[src/rtl/multicycle_control.sv]
// Main control FSM of the multi-cycle RV32I core. Steps each instruction through fetch, decode,
// execute, memory and writeback, and drives the datapath strobes and mux selects.
module multicycle_control #(
    parameter logic [7:0] MEM_TIMEOUT = 8'd255
) (
    input  logic       clk,
    input  logic       rst_n,
    input  logic [6:0] opcode,
    input  logic [2:0] funct3,
    input  logic       funct7_5,
    input  logic       alu_zero,
    input  logic       mem_ready,
    output logic       pc_we,
    output logic       oldpc_we,
    output logic       ir_we,
    output logic       reg_we,
    output logic       mem_re,
    output logic       mem_we,
    output logic       iord,
    output logic [1:0] alu_src_a,
    output logic [1:0] alu_src_b,
    output logic [3:0] alu_op,
    output logic       pc_src,
    output logic [1:0] wb_sel,
    output logic       illegal,
    output logic [3:0] state
);

    typedef enum logic [3:0] {
        StFetch   = 4'd0,
        StDecode  = 4'd1,
        StExecR   = 4'd2,
        StExecI   = 4'd3,
        StMemAddr = 4'd4,
        StMemRd   = 4'd5,
        StMemWr   = 4'd6,
        StWbAlu   = 4'd7,
        StWbMem   = 4'd8,
        StBranch  = 4'd9,
        StJal     = 4'd10,
        StTrap    = 4'd11
    } state_e;

    localparam logic [6:0] OpR      = 7'b0110011;
    localparam logic [6:0] OpI      = 7'b0010011;
    localparam logic [6:0] OpLoad   = 7'b0000011;
    localparam logic [6:0] OpStore  = 7'b0100011;
    localparam logic [6:0] OpBranch = 7'b1100011;
    localparam logic [6:0] OpJal    = 7'b1101111;

    localparam logic [3:0] AluAdd = 4'd0;
    localparam logic [3:0] AluSub = 4'd1;

    state_e     state_q, state_d;
    logic       illegal_q, illegal_d;
    logic [7:0] cnt_q, cnt_d;
    logic       waiting;
    logic       taken;

    // SUB only exists for register-register ops; funct7_5 selects SRA for both forms.
    function automatic logic [3:0] exec_op(input logic [2:0] f3, input logic f7, input logic is_r);
        logic [3:0] op;
        case (f3)
            3'b000:  op = (is_r && f7) ? AluSub : AluAdd;
            3'b111:  op = 4'd2;
            3'b110:  op = 4'd3;
            3'b100:  op = 4'd4;
            3'b010:  op = 4'd5;
            3'b001:  op = 4'd6;
            3'b101:  op = f7 ? 4'd8 : 4'd7;
            default: op = AluAdd;
        endcase
        return op;
    endfunction

    assign taken = ((funct3 == 3'b000) && alu_zero) || ((funct3 == 3'b001) && !alu_zero);

    always_comb begin
        state_d   = state_q;
        illegal_d = illegal_q;
        cnt_d     = '0;
        waiting   = 1'b0;
        unique case (state_q)
            StFetch: begin
                if (mem_ready) state_d = StDecode;
                else           waiting = 1'b1;
            end
            StDecode: begin
                state_d = StTrap;
                case (opcode)
                    OpR:      state_d = StExecR;
                    OpI:      state_d = StExecI;
                    OpLoad:   if (funct3 == 3'b010) state_d = StMemAddr;
                    OpStore:  if (funct3 == 3'b010) state_d = StMemAddr;
                    OpBranch: if (funct3 == 3'b000 || funct3 == 3'b001) state_d = StBranch;
                    OpJal:    state_d = StJal;
                    default:  state_d = StTrap;
                endcase
            end
            StExecR, StExecI: state_d = StWbAlu;
            StMemAddr: state_d = (opcode == OpLoad) ? StMemRd : StMemWr;
            StMemRd: begin
                if (mem_ready) state_d = StWbMem;
                else           waiting = 1'b1;
            end
            StMemWr: begin
                if (mem_ready) state_d = StFetch;
                else           waiting = 1'b1;
            end
            StWbAlu, StWbMem, StBranch, StJal: state_d = StFetch;
            StTrap:  state_d = StTrap;
            default: state_d = StTrap;
        endcase
        // mem_ready always wins: the counter only advances on cycles without it.
        if (waiting) begin
            cnt_d = cnt_q + 8'd1;
            if ((MEM_TIMEOUT != 8'd0) && (cnt_d == MEM_TIMEOUT)) state_d = StTrap;
        end
        if (state_d == StTrap) illegal_d = 1'b1;
    end

    always_ff @(posedge clk) begin
        if (!rst_n) begin
            state_q   <= StFetch;
            illegal_q <= 1'b0;
            cnt_q     <= '0;
        end else begin
            state_q   <= state_d;
            illegal_q <= illegal_d;
            cnt_q     <= cnt_d;
        end
    end

    always_comb begin
        pc_we     = 1'b0;
        oldpc_we  = 1'b0;
        ir_we     = 1'b0;
        reg_we    = 1'b0;
        mem_re    = 1'b0;
        mem_we    = 1'b0;
        iord      = 1'b0;
        alu_src_a = 2'd0;
        alu_src_b = 2'd0;
        alu_op    = AluAdd;
        pc_src    = 1'b0;
        wb_sel    = 2'd0;
        unique case (state_q)
            StFetch: begin
                mem_re    = 1'b1;
                alu_src_b = 2'd1;
                if (mem_ready) begin
                    ir_we    = 1'b1;
                    oldpc_we = 1'b1;
                    pc_we    = 1'b1;
                end
            end
            StDecode: begin
                alu_src_a = 2'd1;
                alu_src_b = 2'd2;
            end
            StExecR: begin
                alu_src_a = 2'd2;
                alu_op    = exec_op(funct3, funct7_5, 1'b1);
            end
            StExecI: begin
                alu_src_a = 2'd2;
                alu_src_b = 2'd2;
                alu_op    = exec_op(funct3, funct7_5, 1'b0);
            end
            StMemAddr: begin
                alu_src_a = 2'd2;
                alu_src_b = 2'd2;
            end
            StMemRd: begin
                mem_re = 1'b1;
                iord   = 1'b1;
            end
            StMemWr: begin
                mem_we = 1'b1;
                iord   = 1'b1;
            end
            StWbAlu: reg_we = 1'b1;
            StWbMem: begin
                reg_we = 1'b1;
                wb_sel = 2'd1;
            end
            StBranch: begin
                alu_src_a = 2'd2;
                alu_op    = AluSub;
                if (taken) begin
                    pc_we  = 1'b1;
                    pc_src = 1'b1;
                end
            end
            StJal: begin
                reg_we = 1'b1;
                wb_sel = 2'd2;
                pc_we  = 1'b1;
                pc_src = 1'b1;
            end
            default: ;
        endcase
        if (!rst_n) begin
            pc_we    = 1'b0;
            oldpc_we = 1'b0;
            ir_we    = 1'b0;
            reg_we   = 1'b0;
            mem_re   = 1'b0;
            mem_we   = 1'b0;
        end
    end

    assign state   = state_q;
    assign illegal = illegal_q;

endmodule

[config.mk]
export PLATFORM = sky130hd
export DESIGN_NAME = multicycle_control
export DESIGN_NICKNAME = d
export VERILOG_FILES = /design/src/rtl/multicycle_control.sv
export SDC_FILE = /design/constraint.sdc
export NUM_CORES = 1
export LEC_CHECK = 0
export CORE_AREA = 2 2 54 56
export CTS_CLUSTER_DIAMETER = 40
export CTS_CLUSTER_SIZE = 25
export DETAILED_ROUTE_END_ITERATION = 8
export DIE_AREA = 0 0 56 58
export GPL_ROUTABILITY_DRIVEN = 0
export PLACE_DENSITY = 0.79
export SYNTH_ARGS = -nofsm -noshare
export SYNTH_HDL_FRONTEND = slang
export SYNTH_SLANG_ARGS = --single-unit
[constraint.sdc]
create_clock -name clk -period 2.49 [get_ports clk]
set_clock_uncertainty 0.1 [all_clocks]
set_input_delay 0.249 -clock clk [delete_from_list [all_inputs] [get_ports clk]]
set_output_delay 0.249 -clock clk [all_outputs]
set_load 0.02 [all_outputs]
# Word level (Yosys, flattened, before mapping)
# Index checks and enable logic that the tools add are counted.
# W data, S select, Z words.
[classes]
n_addsub = 1
eq_ne = 24
mux = 34
n_reduce_logical = 17
[op_table]
columns = ["operator", "n"]
rows = [
  ["$pmux W4 S7", 2],
  ["$mux W4", 7],
  ["$pmux W4 S6", 1],
  ["$pmux W4 S5", 1],
  ["$eq A4 B3 Y1 const B", 4],
  ["$eq A4 B4 Y1 const B", 4],
  ["$mux W1", 15],
  ["$eq A7 B6 Y1 const B", 2],
  ["$eq A7 B7 Y1 const B", 2],
  ["$eq A3 B3 Y1 const B", 4],
  ["$pmux W2 S2", 3],
  ["$pmux W4 S3", 1],
  ["$reduce_or A3 Y1", 3],
  ["$add A8 B1 Y8 const B", 1],
  ["$eq A4 B2 Y1 const B", 2],
  ["$eq A8 B8 Y1 const B", 1],
  ["$reduce_or A2 Y1", 4],
  ["$reduce_or A4 Y1", 2],
  ["$eq A7 B2 Y1 const B", 1],
  ["$eq A7 B5 Y1 const B", 1],
  ["$eq A4 B1 Y1 const B", 1],
  ["$logic_not A4 Y1", 1],
  ["$mux W2", 2],
  ["$eq A3 B1 Y1 const B", 1],
  ["8 further kinds", 10],
]
[word_totals]
regBits = 13
inputBits = 15
output_inout_bits = 23
word_cells = 79

# Longest topological paths before layout
# Gate-level depths: netlist of run 1.
[depth]
word_depth = 8
ltp_mapped = 7
mapped_depth_nobuf = 7

# Worst setup path after synthesis of run 1
# OpenSTA, ideal clock, no wires.
[synth_path]
path_type = "reg-to-output"
from = "reg state_q[0], in the netlist state[0]"
to = "out oldpc_we"
arrival_time_ns = 2.227
required_time_ns = 2.141
setup_slack_ns = -0.086
path_stages_with_launch = 6
path_buffers = 3
path_cell_list = "dfxtp_1 -> clkbuf_1 -> clkbuf_1 -> nor4_1 -> and3_1 -> buf_4"
[synth_via]
elab_chain_cells = 3
[synth_lines]
columns = ["element", "line", "text"]
rows = [
  ["start: declaration", "54", "state_e state_q, state_d;"],
  ["start signal: assignment", "124", "state_q <= StFetch;"],
  ["start signal: assignment", "128", "state_q <= state_d;"],
  ["$logic_not A4 Y1", "n/a", ""],
  ["$mux W1 (2 in a row)", "n/a", ""],
  ["end: declaration", "14", "output logic oldpc_we,"],
]
# Every way passes these cells.

# Worst setup path in the final report of run 1
[layout_path]
from = "reg state_q[0], in the netlist state[0]"
to = "out oldpc_we"
[layout_via]
elab_chain_cells = 3
[layout_lines]
columns = ["element", "line", "text"]
rows = [
  ["$logic_not A4 Y1", "147", "unique case (state_q)"],
  ["$mux W1", "147", ""],
  ["$mux W1", "203", "if (!rst_n) begin"],
]
# Every way passes these cells.

==> summary.md, run 1 <==
| Metric | Value |
|---|---|
| Sw frac | `47.1%` |
| Mapped Area | `1190 µm²` |
| R2R setup slack | `0.33 ns` |
| Core Box Area | `2660 µm²` |
| Area growth syn-to-layout | `37.3%` |
| Relative slew slack | `66.7%` |
| Setup violators final | `0` |
| Via density | `5.60` |
| Switching power | `681 µW` |
| DRC | `0` |
| Pre-CTS worst setup slack | `-0.0835 ns` |
| Worst Hold Margin | `0.363 ns` |
| Power, Total | `1.45 mW` |
| Hold endpoint | `illegal` |
| H-Tree Depth | `1` |
| Post-synth EDFFs | `0` |
| Vias in the first global route | `1232` |
| First-pass GRT wire length | `5150 µm` |
| Hold buffers post-CTS | `0` |
| Die height | `58 µm` |
| Worst Setup End Kind | `output pin` |
| Post_cts resized | `5` |
| Finished Layout Cells | `233` |
| Post-CTS setup buffer count | `0` |
| Final instance area | `1630 µm²` |
| Num CTS Buffers | `3` |
| DRT Wirelength | `3130 µm` |
| Avg WL per Cell | `13.4 µm` |
| Hold depth | `2` |
| Final Critical Period | `2.38 ns` |
| Final total negative setup slack | `0 ns` |
| Leak | `0.644 nW` |
| Internal Power | `764 µW` |
| Antenna Nets Post-Route | `0` |
| Crit share post-route | `95.6%` |
| Post-DP HPWL | `2490 µm` |
| Syn_nets | `180` |
| Async set-or-reset flop fraction in the synthesized netlist | `0%` |
| Largest net degree at the start of global routing | `19` |
| Nets | `220` |
| Clock Tree Buf Depth | `2` |
| Initial antenna violation count | `0` |
| P per Cell Area | `885 nW/µm²` |
| Starting Density | `44.7%` |
| Mean Syn Cell Area | `7.30 µm²` |
| Total grt overflow | `0` |
| R2R Path End | `illegal` |
| Reg2Reg Depth | `7` |
| Full die area | `3250 µm²` |
| CP startpoint kind | `register` |
| Status | `complete, no violations` |
| CP Max Fanout | `18` |
| Worst IR Drop VDD | `0.614 mV` |
| Core Util, Final | `61.4%` |
| Max-cap viol count | `0` |
| Worst skew pair latency | `0.28 ns` |
| GRT Overall Usage | `19.3%` |
| Hold Fails Final Rpt | `0` |
| DP Area | `1610 µm²` |
| Ys flop type | `dfxtp_1` |
| Seq pwr share | `20.8%` |
| Crit path kind | `register to output pin` |
| Fmax achieved | `0.420 GHz` |
| Placed Instances | `229` |
| Post-route setup slack | `0.110 ns` |
| Critical path required time | `2.14 ns` |
| YS warnings | `0` |
| Reg clk slew, reported paths | `0.07 ns` |
| Slew Viols, Final | `0` |
| Hold Crit Start | `illegal` |
| Sequential area share after synthesis | `21.9%` |
| Worst path arrival time | `2.03 ns` |
| DR vias | `1305` |
| Unique masters post-synth | `53` |
| Worst Tran Pin Value | `0.496 ns` |
| Root buf cell | `clkbuf_4` |
| Logic gate share of total power | `70.5%` |
| Fraction of layout cells with a size suffix above 1 | `10.9%` |
| Clock power frac | `8.8%` |
| Die width | `56 µm` |
| RSZ-0062 raised after global routing | `no` |
| Post-Syn Instances | `163` |
| Io pins | `38` |
| Pre-Repair DR Iteration Count | `5` |
| TritonCTS clock tree | `yes` |
| IO Port Bufs | `37` |
| Hold Crit Class | `register to register` |
| Initial drt markers | `38` |
| Antenna Cells | `0` |
| R2R Path Start | `cnt_q[0]` |
| FF+latch count, synth | `13` |
| Clock Sinks | `13` |
| Worst setup path startpoint | `state[0]` |
| # rows | `19` |
## metal layers
layer | vias to the layer above | part of all wire, % | GRT usage [%] | routed length, µm
li1 | 661 | - | - | -
met4 | 0 | 1.1 | 3.74 | 35
met2 | 36 | 52 | 39.8 | 1620
met1 | 604 | 42 | 20.2 | 1310
met3 | 4 | 5.3 | 3.57 | 166
met5 | - | 0 | 0 | 0
## state kept, by name, summed over array words and instances (netlist names)
| name | cells |
|---|---|
| cnt_q | 8 |
| illegal | 1 |
| state | 4 |
## synth_stat cells, types with 2 or more instances
cell / count / area share (%)
nand2b_1: 7 / 3.7
nor3_2: 2 / 1.7
a32oi_1: 2 / 1.5
nor4_1: 2 / 1.1
nand2_1: 14 / 4.4
inv_1: 7 / 2.2
nand3_1: 3 / 1.3
nor3_1: 8 / 3.4
o21ai_0: 5 / 2.1
nor2b_1: 7 / 3.7
xor2_1: 5 / 3.7
and4_1: 2 / 1.5
a21oi_1: 13 / 5.5
nor2_1: 22 / 6.9
dfxtp_1: 13 / 22
or3_1: 2 / 1.1
buf_2: 4 / 1.7
ha_1: 2 / 2.1
clkbuf_1: 4 / 1.3
buf_4: 2 / 1.3
xnor2_1: 2 / 1.5
and3_1: 2 / 1.1
o22ai_1: 3 / 1.6
## power groups by stage
| stage | sequential [mW] | combinational (mW) | clock (mW) |
|---|---|---|---|
| finish | 0.300 | 1.02 | 0.127 |
| global route | 0.305 | 1.11 | 0.139 |
| CTS | 0.300 | 1.02 | 0.130 |
| detailed placement | 0.305 | 1.04 | 0 |
| global placement | 0.302 | 1.02 | 0 |
| floorplan | 0.320 | 0.651 | 0 |
## worst max-delay path by stage
stage,to,cells after the start
after floorplan,pc_we,6
after global placement,pc_we,7
after detailed placement,pc_we,7
after CTS,alu_op[3],5
after global routing,pc_we,6
final,oldpc_we,4
## kinds of logic (layout without fill, tap and decap cells)
group / after synthesis / in the layout / share of synthesized area (%)
compound gates: 37 / 37 / 21.3
xor+xnor: 7 / 7 / 5.15
fa+ha+maj: 2 / 2 / 2.10
buf+inv: 19 / 58 / 7.68
flops: 13 / 13 / 21.9
mux: 2 / 2 / 1.79
simple gates: 83 / 83 / 40.1
## final cells by class
cell class	instances	area, µm²
Clock buffer	4	26.3
Fill cell	260	1030
Inverter	8	30.0
Multi-Input combinational cell	131	845
Sequential cell	13	260
Tap cell	31	38.8
Timing Repair Buffer	46	434
## critical path, cell delays in order (launching register included)
cell and delay (ns):
dfxtp_1 0.31, buf_4 0.19, nor4_2 0.41, and3_1 0.23, clkdlybuf4s50_1 0.61
## cell usage in the layout (no fill, tap or decap), types with 2 or more instances in the layout
master,synthesis,final
dfxtp_1,13,13
inv_1,7,7
o22ai_1,3,3
clkbuf_4,0,3
nor3_2,2,2
a32oi_1,2,2
o21ai_0,5,5
ha_1,2,2
xnor2_1,2,2
clkdlybuf4s50_1,0,31
nor2_1,22,22
nand2_1,14,14
and3_1,2,2
xor2_1,5,5
nor4_2,1,2
nor3_1,8,8
nand3_1,3,3
nand2b_1,7,7
a21oi_1,13,13
or3_1,2,2
buf_4,2,9
and4_1,2,2
dlygate4sd2_1,0,5
nor2b_1,7,7
Power figures use the tool's default switching activity.
==> run 2, diff against run 1 <==
--- a/config.mk
+++ b/config.mk
@@ -5,13 +5,15 @@
 export SDC_FILE = /design/constraint.sdc
 export NUM_CORES = 1
 export LEC_CHECK = 0
-export CORE_AREA = 2 2 54 56
+export ABC_AREA = 1
+export CORE_AREA = 2 2 50 52
 export CTS_CLUSTER_DIAMETER = 40
 export CTS_CLUSTER_SIZE = 25
 export DETAILED_ROUTE_END_ITERATION = 8
-export DIE_AREA = 0 0 56 58
+export DIE_AREA = 0 0 52 54
+export DONT_BUFFER_PORTS = 1
 export GPL_ROUTABILITY_DRIVEN = 0
-export PLACE_DENSITY = 0.79
+export PLACE_DENSITY = 0.66
 export SYNTH_ARGS = -nofsm -noshare
 export SYNTH_HDL_FRONTEND = slang
 export SYNTH_SLANG_ARGS = --single-unit
==> summary.md, run 2 <==
| Metric | Value |
|---|---|
| Vias in the first global route | `1107 (-10%)` |
| Slowest cell on crit path | `dfxtp_1` |
| Register area | `263 µm² (+0.96%)` |
| R2R Path Start | `state[2]` |
| Max incr delay on CP | `0.42 ns (-0.19 ns)` |
| Hold buffers post-CTS | `0 (unchanged)` |
| Critical path required time | `2.14 ns (about the same)` |
| Full die area | `2810 µm² (-14%)` |
| Synth top area cells | `dfxtp_1, nand2_1, nor2_1` |
| TritonCTS clock tree | `yes` |
| Die width | `52 µm (-7.1%)` |
| Worst Setup End Kind | `output pin` |
| DRC | `0 (unchanged)` |
| Slew Viols, Final | `0 (unchanged)` |
| # rows | `18 (-1)` |
| WP buf/inv | `3 (+1)` |
| IO Port Bufs | `0 (-100%)` |
| Max-cap viol count | `0 (unchanged)` |
| Crit share post-route | `88.3% (-7.3 points)` |
| CP delay by family, top | `simple AND/OR/NAND/NOR gates` |
| First-pass GRT wire length | `4280 µm (-17%)` |
| Biggest area consumer among synthesized cells | `dfxtp_1` |
| Crit path kind | `register to output pin` |
| Avg WL per Cell | `11.4 µm (-15%)` |
| Async set-or-reset flop fraction in the synthesized netlist | `0% (unchanged)` |
| DRT Wirelength | `2730 µm (-13%)` |
| Mapped Area | `1120 µm² (-5.5%)` |
| Cell chain of the critical path | `nor2_1 -> nand2_1 -> inv_1 -> nand2_1 -> inv_1 -> o21ai_0 -> inv_1` |
| Clock Tree Buf Depth | `2 (unchanged)` |
| Starting Density | `48.5% (+3.8 points)` |
| GRT Overall Usage | `20.2% (+0.87 points)` |
| Post-synth EDFFs | `0 (unchanged)` |
| Worst skew pair latency | `0.27 ns (about the same)` |
| Hold Fails Final Rpt | `0 (unchanged)` |
| Status | `complete, no violations` |
| Die height | `54 µm (-6.9%)` |
| Synth top cells by count | `nand2_1, nor2_1, inv_1` |
| Largest net degree at the start of global routing | `10 (-9)` |
| Pre-Repair DR Iteration Count | `4 (-1)` |
| Final total negative setup slack | `0 ns (unchanged)` |
| Setup violators final | `0 (unchanged)` |
| Ys flop type | `dfxtp_1` |
| Hold Crit Start | `rst_n` |
| Num CTS Buffers | `3 (unchanged)` |
| Final Critical Period | `2.20 ns (-0.183 ns)` |
| RSZ-0062 raised after global routing | `no` |
| Unique masters post-synth | `25 (-53%)` |
| Syn_nets | `222 (+23%)` |
| Initial drt markers | `23 (-39%)` |
| Most common cell after layout, fill and taps aside | `nand2_1` |
| Area of the multi-input gates | `722 µm² (-15%)` |
| YS warnings | `0 (unchanged)` |
| Largest reg by FF count | `cnt_q` |
| Core Box Area | `2320 µm² (-13%)` |
| CP Max Fanout | `5 (-13)` |
| Sequential area share after synthesis | `23.1% (+1.3 points)` |
| Post-Syn Instances | `205 (+26%)` |
| Reg clk slew, reported paths | `0.08 ns (about the same)` |
| Via density | `5.25 (-6.3%)` |
| Worst IR Drop VDD | `0.482 mV (-21%)` |
| Nets | `228 (+3.6%)` |
| Relative slew slack | `52.9% (-14 points)` |
| Worst path arrival time | `1.85 ns (-0.18 ns)` |
| Io pins | `38 (unchanged)` |
| Most frequent cell after synthesis | `nand2_1` |
| Commonest cells after routing, fill and taps aside | `nand2_1, nor2_1, inv_1, nand3_1, dfxtp_1` |
| Pre-CTS worst setup slack | `0.358 ns (+0.441 ns)` |
| Clock Sinks | `13 (unchanged)` |
| Antenna Cells | `0 (unchanged)` |
| Leak | `0.590 nW (-8.4%)` |
| Hold Crit Class | `input port to register` |
| Post-DP HPWL | `2250 µm (-9.5%)` |
| CP startpoint kind | `register` |
| Synth top area share | `23.1% (+1.3 points)` |
| CP most frequent cell | `inv_1` |
| DR vias | `1259 (-3.5%)` |
| Mean Syn Cell Area | `5.49 µm² (-25%)` |
| Root buf cell | `clkbuf_4` |
| Antenna Nets Post-Route | `0 (unchanged)` |
| Post-route setup slack | `0.292 ns (+0.183 ns)` |
| Largest register FFs | `8 (unchanged)` |
| Initial antenna violation count | `0 (unchanged)` |
| P per Cell Area | `891 nW/µm² (+0.72%)` |
| Fmax achieved | `0.455 GHz (+8.3%)` |
| Worst Tran Pin Value | `0.699 ns (+0.203 ns)` |
| Worst setup path startpoint | `state[2]` |
| Fraction of layout cells with a size suffix above 1 | `9.52% (-1.4 points)` |
| FF+latch count, synth | `13 (unchanged)` |
| Area growth syn-to-layout | `6.90%` |
| Fillers | `263 (+1.2%)` |
| Total grt overflow | `0 (unchanged)` |
| H-Tree Depth | `1 (unchanged)` |
run 2: changes by cell type in the layout (fill, tap and decap cells not counted), sizes merged, moves of 5 or more:
cell           delta
clkdlybuf4s50    -31
nor3              -5
xor2              -5
nand3            +19
nor2b             -8
nand2b            -7
inv              +27
nand2            +40
nor2             +21
dlygate4sd2       -5
buf               -6
run 2: power breakdown:
group	switching, mW	internal, mW	leakage (nW)
sequential	0.0729	0.247	0.106
combinational	0.459	0.163	0.469
clock	0.0675	0.0620	0.0150
run 2: logic make-up after synthesis:
| logic type | after synthesis | synth area share [%] |
|---|---|---|
| simple gates | 130 | 50.3 |
| buf+inv | 37 | 12.7 |
| compound gates | 23 | 11.7 |
| flops | 13 | 23.1 |
| fa+ha+maj | 2 | 2.22 |
run 2: metrics by stage:
stage / utilization, % / power, mW / std cells / hold slack [ns] / cell area [µm²]
6_report: 51.8 / 1.07 / 240 / 0.103 / 1200
5_1_grt: 51.8 / 1.17 / 240 / 0.106 / 1200
4_1_cts: 51.7 / 1.07 / 240 / 0.0985 / 1200
3_5_place_dp: 50.6 / 0.937 / 236 / 0.390 / 1170
3_3_place_gp: 50.6 / 0.931 / 236 / 0.369 / 1170
2_1_floorplan: - / 0.826 / 205 / 0.346 / 1120
run 2: final cells by class:
| class | count | area share [%] |
|---|---|---|
| Clock buffer | 4 | 2.19 |
| Inverter | 35 | 10.9 |
| Multi-Input combinational cell | 155 | 60.0 |
| Sequential cell | 13 | 21.9 |
| Tap cell | 30 | 3.12 |
| Timing Repair Buffer | 3 | 1.87 |
run 2: timing repair:
item,4_1_cts,5_1_grt
setup buffers,0,0
resized for setup,0,3
endpoints found under the setup margin,0,1
run 2: path summary, 6_finish.rpt:
check | end | slack, ns | cells past startpoint
setup / recovery | pc_we | 0.29 | 7
hold / removal | illegal | 0.10 | 2
setup reg to reg | illegal | 0.60 | 9
hold reg to reg | cnt_q[7] | 0.40 | 2
run 2: layer usage:
metal / track usage, % / vias to the layer above / routed length, µm
met4: 9.21 / 0 / 0
met3: 1.67 / 0 / 96
met2: 40.9 / 28 / 1540
li1: - / 659 / -
met1: 20.7 / 572 / 1090
met5: 0 / - / 0
